## config.mk

```make
export PLATFORM = sky130hd
export DESIGN_NAME = ib_fetch_aligner
export DESIGN_NICKNAME = d
export VERILOG_FILES = /design/src/rtl/ib_fetch_aligner.sv
export SDC_FILE = /design/constraint.sdc
export NUM_CORES = 1
export LEC_CHECK = 0
export BUFFER_PORTS_ARGS = -buffer_cell sky130_fd_sc_hd__buf_2
export CAP_MARGIN = 15
export CORE_UTILIZATION = 36
export DETAILED_ROUTE_END_ITERATION = 10
export PLACE_DENSITY = 0.65
export SYNTH_ARGS = -nofsm -noshare
export SYNTH_HDL_FRONTEND = slang
export SYNTH_SLANG_ARGS = --single-unit
```

## constraint.sdc

```tcl
create_clock -name clk -period 5.7 [get_ports clk]
set_input_delay 0.855 -clock clk [delete_from_list [all_inputs] [get_ports clk]]
set_output_delay 0.855 -clock clk [all_outputs]
set_load 0.005 [all_outputs]
```

## src/rtl/ib_fetch_aligner.sv

```systemverilog
// Instruction-buffer fetch writer: splits aligned fetch blocks into RVC/RVI entries,
// carrying a block-straddling 32-bit instruction across blocks in a pending register.
module ib_fetch_aligner #(
  parameter int unsigned PC_WIDTH    = 64,
  parameter int unsigned WRITE_PORTS = 4,
  parameter int unsigned IB_DEPTH    = 16
) (
  input  logic                                   clk,
  input  logic                                   rst,
  input  logic                                   Flush,
  input  logic                                   FetchValid,
  input  logic [PC_WIDTH-1:0]                    FetchPC,
  input  logic [16*WRITE_PORTS-1:0]              FetchData,
  input  logic                                   FetchFault,
  output logic                                   FetchReady,
  input  logic [$clog2(IB_DEPTH):0]              IBFreeCnt,
  output logic [WRITE_PORTS*(PC_WIDTH+34)-1:0]   IBDataIn,
  output logic [WRITE_PORTS-1:0]                 IBWriteEnable
);

  localparam int unsigned ENTRY_WIDTH = PC_WIDTH + 34;
  localparam int unsigned CNT_W       = $clog2(IB_DEPTH) + 1;
  localparam int unsigned HW_IDX      = $clog2(WRITE_PORTS);
  localparam int unsigned BLK_W       = 16 * WRITE_PORTS;

  typedef enum logic {RUN = 1'b0, HALT = 1'b1} state_t;

  state_t                            state;
  logic                              pend_v;
  logic [15:0]                       pend_half;
  logic [PC_WIDTH-1:0]               pend_pc;
  logic [WRITE_PORTS-1:0]            we_q;
  logic [WRITE_PORTS*ENTRY_WIDTH-1:0] data_q;

  logic [CNT_W:0]                    wr_cnt;
  logic [CNT_W:0]                    free_ext;
  logic                              space_ok;
  logic                              accept;

  logic [WRITE_PORTS-1:0]            nxt_we;
  logic [WRITE_PORTS*ENTRY_WIDTH-1:0] nxt_data;
  logic [ENTRY_WIDTH-1:0]            ent [WRITE_PORTS];
  logic                              nxt_pend_v;
  logic [15:0]                       nxt_pend_half;
  logic [PC_WIDTH-1:0]               nxt_pend_pc;
  logic [PC_WIDTH-1:0]               blk_pc;
  logic [BLK_W+15:0]                 data_ext;
  logic [15:0]                       hw;
  logic [15:0]                       hw_next;
  logic [HW_IDX-1:0]                 port;
  logic                              match;
  logic                              skip;
  int                                start_k;

  // Free-space test against the entries still being written this cycle
  always_comb begin
    wr_cnt = '0;
    for (int p = 0; p < WRITE_PORTS; p++) begin
      wr_cnt = wr_cnt + (CNT_W+1)'(we_q[p]);
    end
    free_ext = (CNT_W+1)'(IBFreeCnt);
    space_ok = (free_ext >= wr_cnt) && ((free_ext - wr_cnt) >= (CNT_W+1)'(WRITE_PORTS));
  end

  assign FetchReady    = rst && (state == RUN) && !Flush && space_ok;
  assign accept        = FetchValid && FetchReady;
  assign IBWriteEnable = we_q & {WRITE_PORTS{~Flush}};
  assign IBDataIn      = data_q;

  // Block scan: build the entries and the next pending state for an accepted block
  always_comb begin
    nxt_we        = '0;
    nxt_data      = '0;
    nxt_pend_v    = 1'b0;
    nxt_pend_half = pend_half;
    nxt_pend_pc   = pend_pc;
    port          = '0;
    skip          = 1'b0;
    hw            = '0;
    hw_next       = '0;
    for (int p = 0; p < WRITE_PORTS; p++) begin
      ent[p] = '0;
    end
    data_ext = {16'h0000, FetchData};
    blk_pc   = {FetchPC[PC_WIDTH-1:HW_IDX+1], (HW_IDX+1)'(0)};
    match    = pend_v && (FetchPC == pend_pc + PC_WIDTH'(2));
    start_k  = match ? 1 : int'(FetchPC[HW_IDX:1]);

    if (FetchFault) begin
      nxt_we[0] = 1'b1;
      ent[0]    = {1'b1, 1'b0, (match ? pend_pc : {FetchPC[PC_WIDTH-1:1], 1'b0}), 32'h0};
    end else begin
      if (match) begin
        nxt_we[0] = 1'b1;
        ent[0]    = {1'b0, 1'b0, pend_pc, FetchData[15:0], pend_half};
        port      = HW_IDX'(1);
      end
      for (int k = 0; k < WRITE_PORTS; k++) begin
        hw      = data_ext[16*k +: 16];
        hw_next = data_ext[16*(k+1) +: 16];
        if (skip) begin
          skip = 1'b0;
        end else if (k >= start_k) begin
          if (hw[1:0] != 2'b11) begin
            nxt_we[port] = 1'b1;
            ent[port]    = {1'b0, 1'b1, blk_pc + PC_WIDTH'(2*k), 16'h0000, hw};
            port         = port + HW_IDX'(1);
          end else if (k < WRITE_PORTS - 1) begin
            nxt_we[port] = 1'b1;
            ent[port]    = {1'b0, 1'b0, blk_pc + PC_WIDTH'(2*k), hw_next, hw};
            port         = port + HW_IDX'(1);
            skip         = 1'b1;
          end else begin
            nxt_pend_v    = 1'b1;
            nxt_pend_half = hw;
            nxt_pend_pc   = blk_pc + PC_WIDTH'(2*k);
          end
        end
      end
    end

    for (int p = 0; p < WRITE_PORTS; p++) begin
      nxt_data[p*ENTRY_WIDTH +: ENTRY_WIDTH] = ent[p];
    end
  end

  // State, pending and output registers
  always_ff @(posedge clk or negedge rst) begin
    if (!rst) begin
      state     <= RUN;
      pend_v    <= 1'b0;
      pend_half <= '0;
      pend_pc   <= '0;
      we_q      <= '0;
      data_q    <= '0;
    end else if (Flush) begin
      state  <= RUN;
      pend_v <= 1'b0;
      we_q   <= '0;
      data_q <= '0;
    end else if (accept) begin
      we_q      <= nxt_we;
      data_q    <= nxt_data;
      pend_v    <= nxt_pend_v;
      pend_half <= nxt_pend_half;
      pend_pc   <= nxt_pend_pc;
      if (FetchFault) begin
        state <= HALT;
      end
    end else begin
      we_q   <= '0;
      data_q <= '0;
    end
  end

endmodule

```

Word level (Yosys, flattened, before mapping)

Index checks and enable logic that the tools add are counted.

Flip-flop bits (word level): 478
Output and inout port bits: 397
Logic and storage cells: 169

Add/sub/neg operators: 11
Order comparisons: 22
Equal/unequal tests: 5
Muxes and demuxes: 92
Bitwise logic cells: 14
Reduce and logical (&&, ||, !) cells: 19

Operator list:

| operator              | number |
|---|---|
| $mux 392              | 16 |
| $bwmux 392            | 7 |
| $demux 98 s2          | 4 |
| $mux 98               | 6 |
| $mux 294              | 1 |
| $add 64x2->64 const B | 2 |
| $add 64x3->64 const B | 2 |
| $mux 96               | 1 |
| $eq 64x64->1          | 1 |
| $mux 64               | 1 |
| $mux 4                | 13 |
| $mux 1                | 28 |
| $mux 2                | 10 |
| $logic_and 1x1->1     | 14 |
| $ge 3x3->1 const B    | 4 |
| $lt 2x3->1 const B    | 4 |
| $lt 3x1->1 const B    | 4 |
| $not 2->3             | 4 |
| $or 4x4->4            | 3 |
| $demux 1 s2           | 4 |
| $ge 2x1->1 const B    | 4 |
| $ne 2x2->1 const B    | 4 |
| $add 2x1->2 const B   | 3 |
| $ge 6x3->1 const B    | 1 |
| 15 further kinds      | 22 |

Logic depth before layout (Yosys ltp)

Depth after elaboration: 31
Gate-level depth with buffers: 25
Mapped depth without buffers: 18

Least setup slack after synthesis

No wires, ideal clock.

Path kind: register -> register
Start point: reg pend_pc[2]
End point: reg data_q[98], in the netlist IBDataIn[98]
Arrival time: 5.778 ns
Setup slack: -0.158 ns
Cell stages (with the launch flop): 22
Path buffers: 3
Period minus slack after synthesis: 5.858 ns
Cells stage by stage: dfrtp_1 > ha_1 > nand3_1 > or4_4 > nor3_1 > xnor2_1 > a21oi_1 > or4b_2 > or4b_4 > nor2_4 > clkbuf_1 > nor3_1 > ha_1 > clkbuf_1 > clkinv_1 > nor2_1 > a221oi_2 > o31ai_4 > or2_1 > buf_4 > or4_4 > o22ai_2

Longest elaborated chain between the ends: 31

RTL lines:

| element                                                              | line | text |
|---|---|---|
| start: declaration                                                   | 31   | `logic [PC_WIDTH-1:0] pend_pc;` |
| start signal: assignment                                             | 146  | `pend_pc <= nxt_pend_pc;` |
| $add 64x2->64 *                                                      | 86   | `match = pend_v && (FetchPC == pend_pc + PC_WIDTH'(2));` |
| $eq 64x64->1 *                                                       | 86   |  |
| $logic_and 1x1->1 *                                                  | 86   |  |
| parallel branches: the longest is 24 deep, another holds $add 2x1->2 | -    |  |
| $mux 392 *                                                           | 101  | `if (skip) begin` |
| $mux 294 *                                                           | 89   | `if (FetchFault) begin` |
| $mux 392 *                                                           | 141  | `end else if (accept) begin` |
| $mux 392 *                                                           | 136  | `end else if (Flush) begin` |
| end signal: assignment                                               | 143  | `data_q <= nxt_data;` |
| end: declaration                                                     | 33   | `logic [WRITE_PORTS*ENTRY_WIDTH-1:0] data_q;` |

Every way passes the cells marked *. The select of a mux whose other input is x is not followed.
A chain may end at the register's enable or synchronous reset.

Final worst setup path

Start point: reg pend_pc[11]
End point: reg data_q[172], in the netlist IBDataIn[172]

The elaborated chain is that of the path after synthesis.

==> flow_metrics.env <==
export IMPL_p_leak_uw=0.0134
export IMPL_async_flop_share_pct=100
export IMPL_maxSlewHeadroom_pct=21.8
export IMPL_top_layer_used="met5"
export IMPL_clk_pin_slew_worst_paths_ns=0.06
export IMPL_syn_avg_cell_area_um2=10.7
export IMPL_start_util_pct=36.4
export IMPL_syn_area_um2=21500
export IMPL_crit_fanout=24
export IMPL_cp_buffers_inverters=4
export IMPL_ys_flop_type="dfrtp_1"
export IMPL_die_w_um=246
export IMPL_outcome="complete, no violations"
export IMPL_area_growth_pct=28.4
export IMPL_wl_per_cell_um=24.3
export IMPL_irDropWorstVdd_v=0.000208
export IMPL_drt_iter0_markers=1851
export IMPL_synth_edff_count=0
export IMPL_cts_path_max_buffers=3
export IMPL_gp_congestion=0.930
export IMPL_crit_family="simple AND/OR/NAND/NOR gates"
export IMPL_hold_buffers=0
export IMPL_r2r_end="IBDataIn[172]"
export IMPL_maxCapViolations=0
export IMPL_fin_crit_ns=5.59
export IMPL_grt_max_degree=172
export IMPL_cts_made_buffers=50
export IMPL_design_die_area_um2=60600
export IMPL_fin_nets=2696
export IMPL_htree_levels=2
export IMPL_ant_nets=0
export IMPL_synth_area_leaders="dfrtp_1, nor2_1, mux2_2"
export IMPL_hold_viol_final=0
export IMPL_arrival_ns=6.07
export IMPL_finalMaxSlewViolations=0
export IMPL_ys_ff_latch=469
export IMPL_root_buffer="clkbuf_16"
export IMPL_tightest_slew_ns=1.16
export IMPL_fin_crit_sh_pct=98.1
export IMPL_synth_yosys_seq_area_share_pct=54.7
export IMPL_fin_ws_ns=0.110
export IMPL_worst_r2r_startpoint="pend_pc[11]"
export IMPL_cp_start_kind="register"
export IMPL_cp_required_ns=6.18
export IMPL_io_pins=535
export IMPL_grt_pass1_vias=18600
export IMPL_syn_inst=2013
export IMPL_viasPerCell=5.72
export IMPL_die_h_um=246
export IMPL_path_cells="nand3_2 > nor4_4 > nand4_4 > or2_0 > o31a_1 > or4_4 > or4b_4 > nor2_4 > nor3_1 > ha_1 > or4_4 > o31ai_4 > buf_4 > nor4_4 > buf_4 > nor3_4 > buf_12 > clkbuf_16 > nor2_1"
export IMPL_yosysMostFrequentCell="dfrtp_1"
export IMPL_p_total_uw=8200
export IMPL_firstDrtPassIters=8
export IMPL_grt_pass1_wl_mm=119
export IMPL_wl_met2_mm=38.0
export IMPL_p_per_area_nw_per_um2=297
export IMPL_synth_area_leader_cell="dfrtp_1"
export IMPL_drive_above_1_share_pct=35.1
export IMPL_core_um2=59000
export IMPL_endpoint_kind="register"
export IMPL_max_stage_delay_ns=0.58
export IMPL_row_count=89
export IMPL_synth_common_cells="dfrtp_1, nor2_1, nand2_1"
export IMPL_route_met3_wl_mm=6.88
export IMPL_hpwl_mm=58.0
export IMPL_synthDistinctLibCells=101
export IMPL_clock_skew_ns=0.0220
export IMPL_wl_met1_mm=34.1
export IMPL_fillCellCount=5496
export IMPL_dp_worst_setup_slack_ns=-0.0417
export IMPL_grt_overflow=0
export IMPL_cpMaxStageDelayCell="or4_4"
export IMPL_finalWirelength_mm=81.8
export IMPL_r2r_cells=19
export IMPL_vias=19300
export IMPL_cts_sinks=469
export IMPL_rrSetupSlack_ns=0.11
export IMPL_cts_tree="built"
export IMPL_synthDominantCellAreaShare_pct=54.7
export IMPL_port_buffers=527
export IMPL_ys_warnings_count=0
export IMPL_setup_viol=0
export IMPL_insertion_delay_ns=0.60
export IMPL_grt_usage_pct=25.7
export IMPL_critPathKind="reg2reg"
export IMPL_hp_class="in2async"
export IMPL_fmax_mhz=179
export IMPL_whs_ns=0.205
export IMPL_antenna_found_initial=9
export IMPL_route_detailed_drc=0
==> per-stage QoR <==
stage / instance area (µm²) / instances / utilization [%] / TNS (ns)
6_report: 27600 / 3368 / 46.7 / 0
3_5_place_dp: 25500 / 3260 / 43.3 / -0.797
2_1_floorplan: 21500 / 2019 / - / 0
5_1_grt: 27600 / 3368 / 46.7 / -0.169
4_1_cts: 27200 / 3354 / 46.2 / 0
3_3_place_gp: 25500 / 3260 / 43.3 / 0
==> layout make-up <==
| type | count | area [µm²] | area share (%) |
|---|---|---|---|
| clock buffer | 69 | 1440 | 5.24 |
| tap | 773 | 967 | 3.51 |
| sequential | 469 | 11700 | 42.6 |
| clock inverter | 24 | 265 | 0.962 |
| antenna | 5 | 12.5 | 0.0454 |
| multi-input combinational | 1342 | 9030 | 32.7 |
| inverter | 19 | 72.6 | 0.263 |
| timing repair buffer | 667 | 4050 | 14.7 |
==> repair_timing <==
action                     4_1_cts  5_1_grt
pin swaps                        1       10
setup endpoints to repair       62      325
gates resized for setup          2       34
gates cloned                     0        3
setup buffers                    1        5
==> layer usage <==
metal / global-route usage [%] / vias up
met3: 4.80 / 180
li1: - / 8301
met4: 8.00 / 6
met5: 0 / -
met1: 35.8 / 9743
met2: 40.4 / 1026
==> how the worst max path moves through the flow <==
stage / from / endpoint / slack, ns / cells after the start
final: pend_pc[11] / IBDataIn[172] / 0.11 / 19
after floorplan: pend_pc[2] / IBDataIn[98] / 0.02 / 21
after CTS: pend_pc[3] / IBDataIn[267] / 0.01 / 18
after global placement: pend_pc[3] / IBDataIn[258] / 0.06 / 16
after global routing: pend_pc[2] / IBDataIn[167] / -0.01 / 22
after detailed placement: pend_pc[3] / IBDataIn[267] / -0.04 / 17
==> where the power goes <==
part | internal (µW) | total (µW) | switching, µW
Clock | 1970 | 3370 | 1400
Sequential | 3460 | 3580 | 122
Combinational | 466 | 1250 | 784
==> registers in the layout, summed over array words and instances (netlist names) <==
name,flops
IBDataIn,385
state,1
pend_half,16
we_q,4
pend_v,1
pend_pc,62
==> layout by cell type, fill, tap and decap left out, drive strengths merged, types with 10 or more instances in the layout <==
cell type	count
dfrtp	469
nand2b	14
xor2	29
or4	11
nand2	157
clkinv	12
o2bb2ai	31
a222oi	15
a22oi	35
mux2	77
inv	24
a21oi	48
nand4	42
and3	20
and4	11
a32oi	43
buf	664
a221oi	25
nor4	31
mux2i	11
o21ai	37
nand3	35
xnor2	59
a31oi	26
a211oi	27
nor3	43
nor2	308
a22o	61
nor3b	12
and2	10
clkbuf	72
==> logic make-up after synthesis <==
| kind of cell | count (synthesis) | share of synthesized area [%] |
|---|---|---|
| other cells | 1 | 0.0175 |
| mux | 88 | 4.55 |
| compound gates | 418 | 15.2 |
| xor+xnor | 88 | 3.59 |
| flops | 469 | 54.7 |
| simple gates | 731 | 16.9 |
| buf+inv | 208 | 4.49 |
| fa+ha+maj | 10 | 0.606 |
Note: power is estimated with default switching activity, not from simulation.
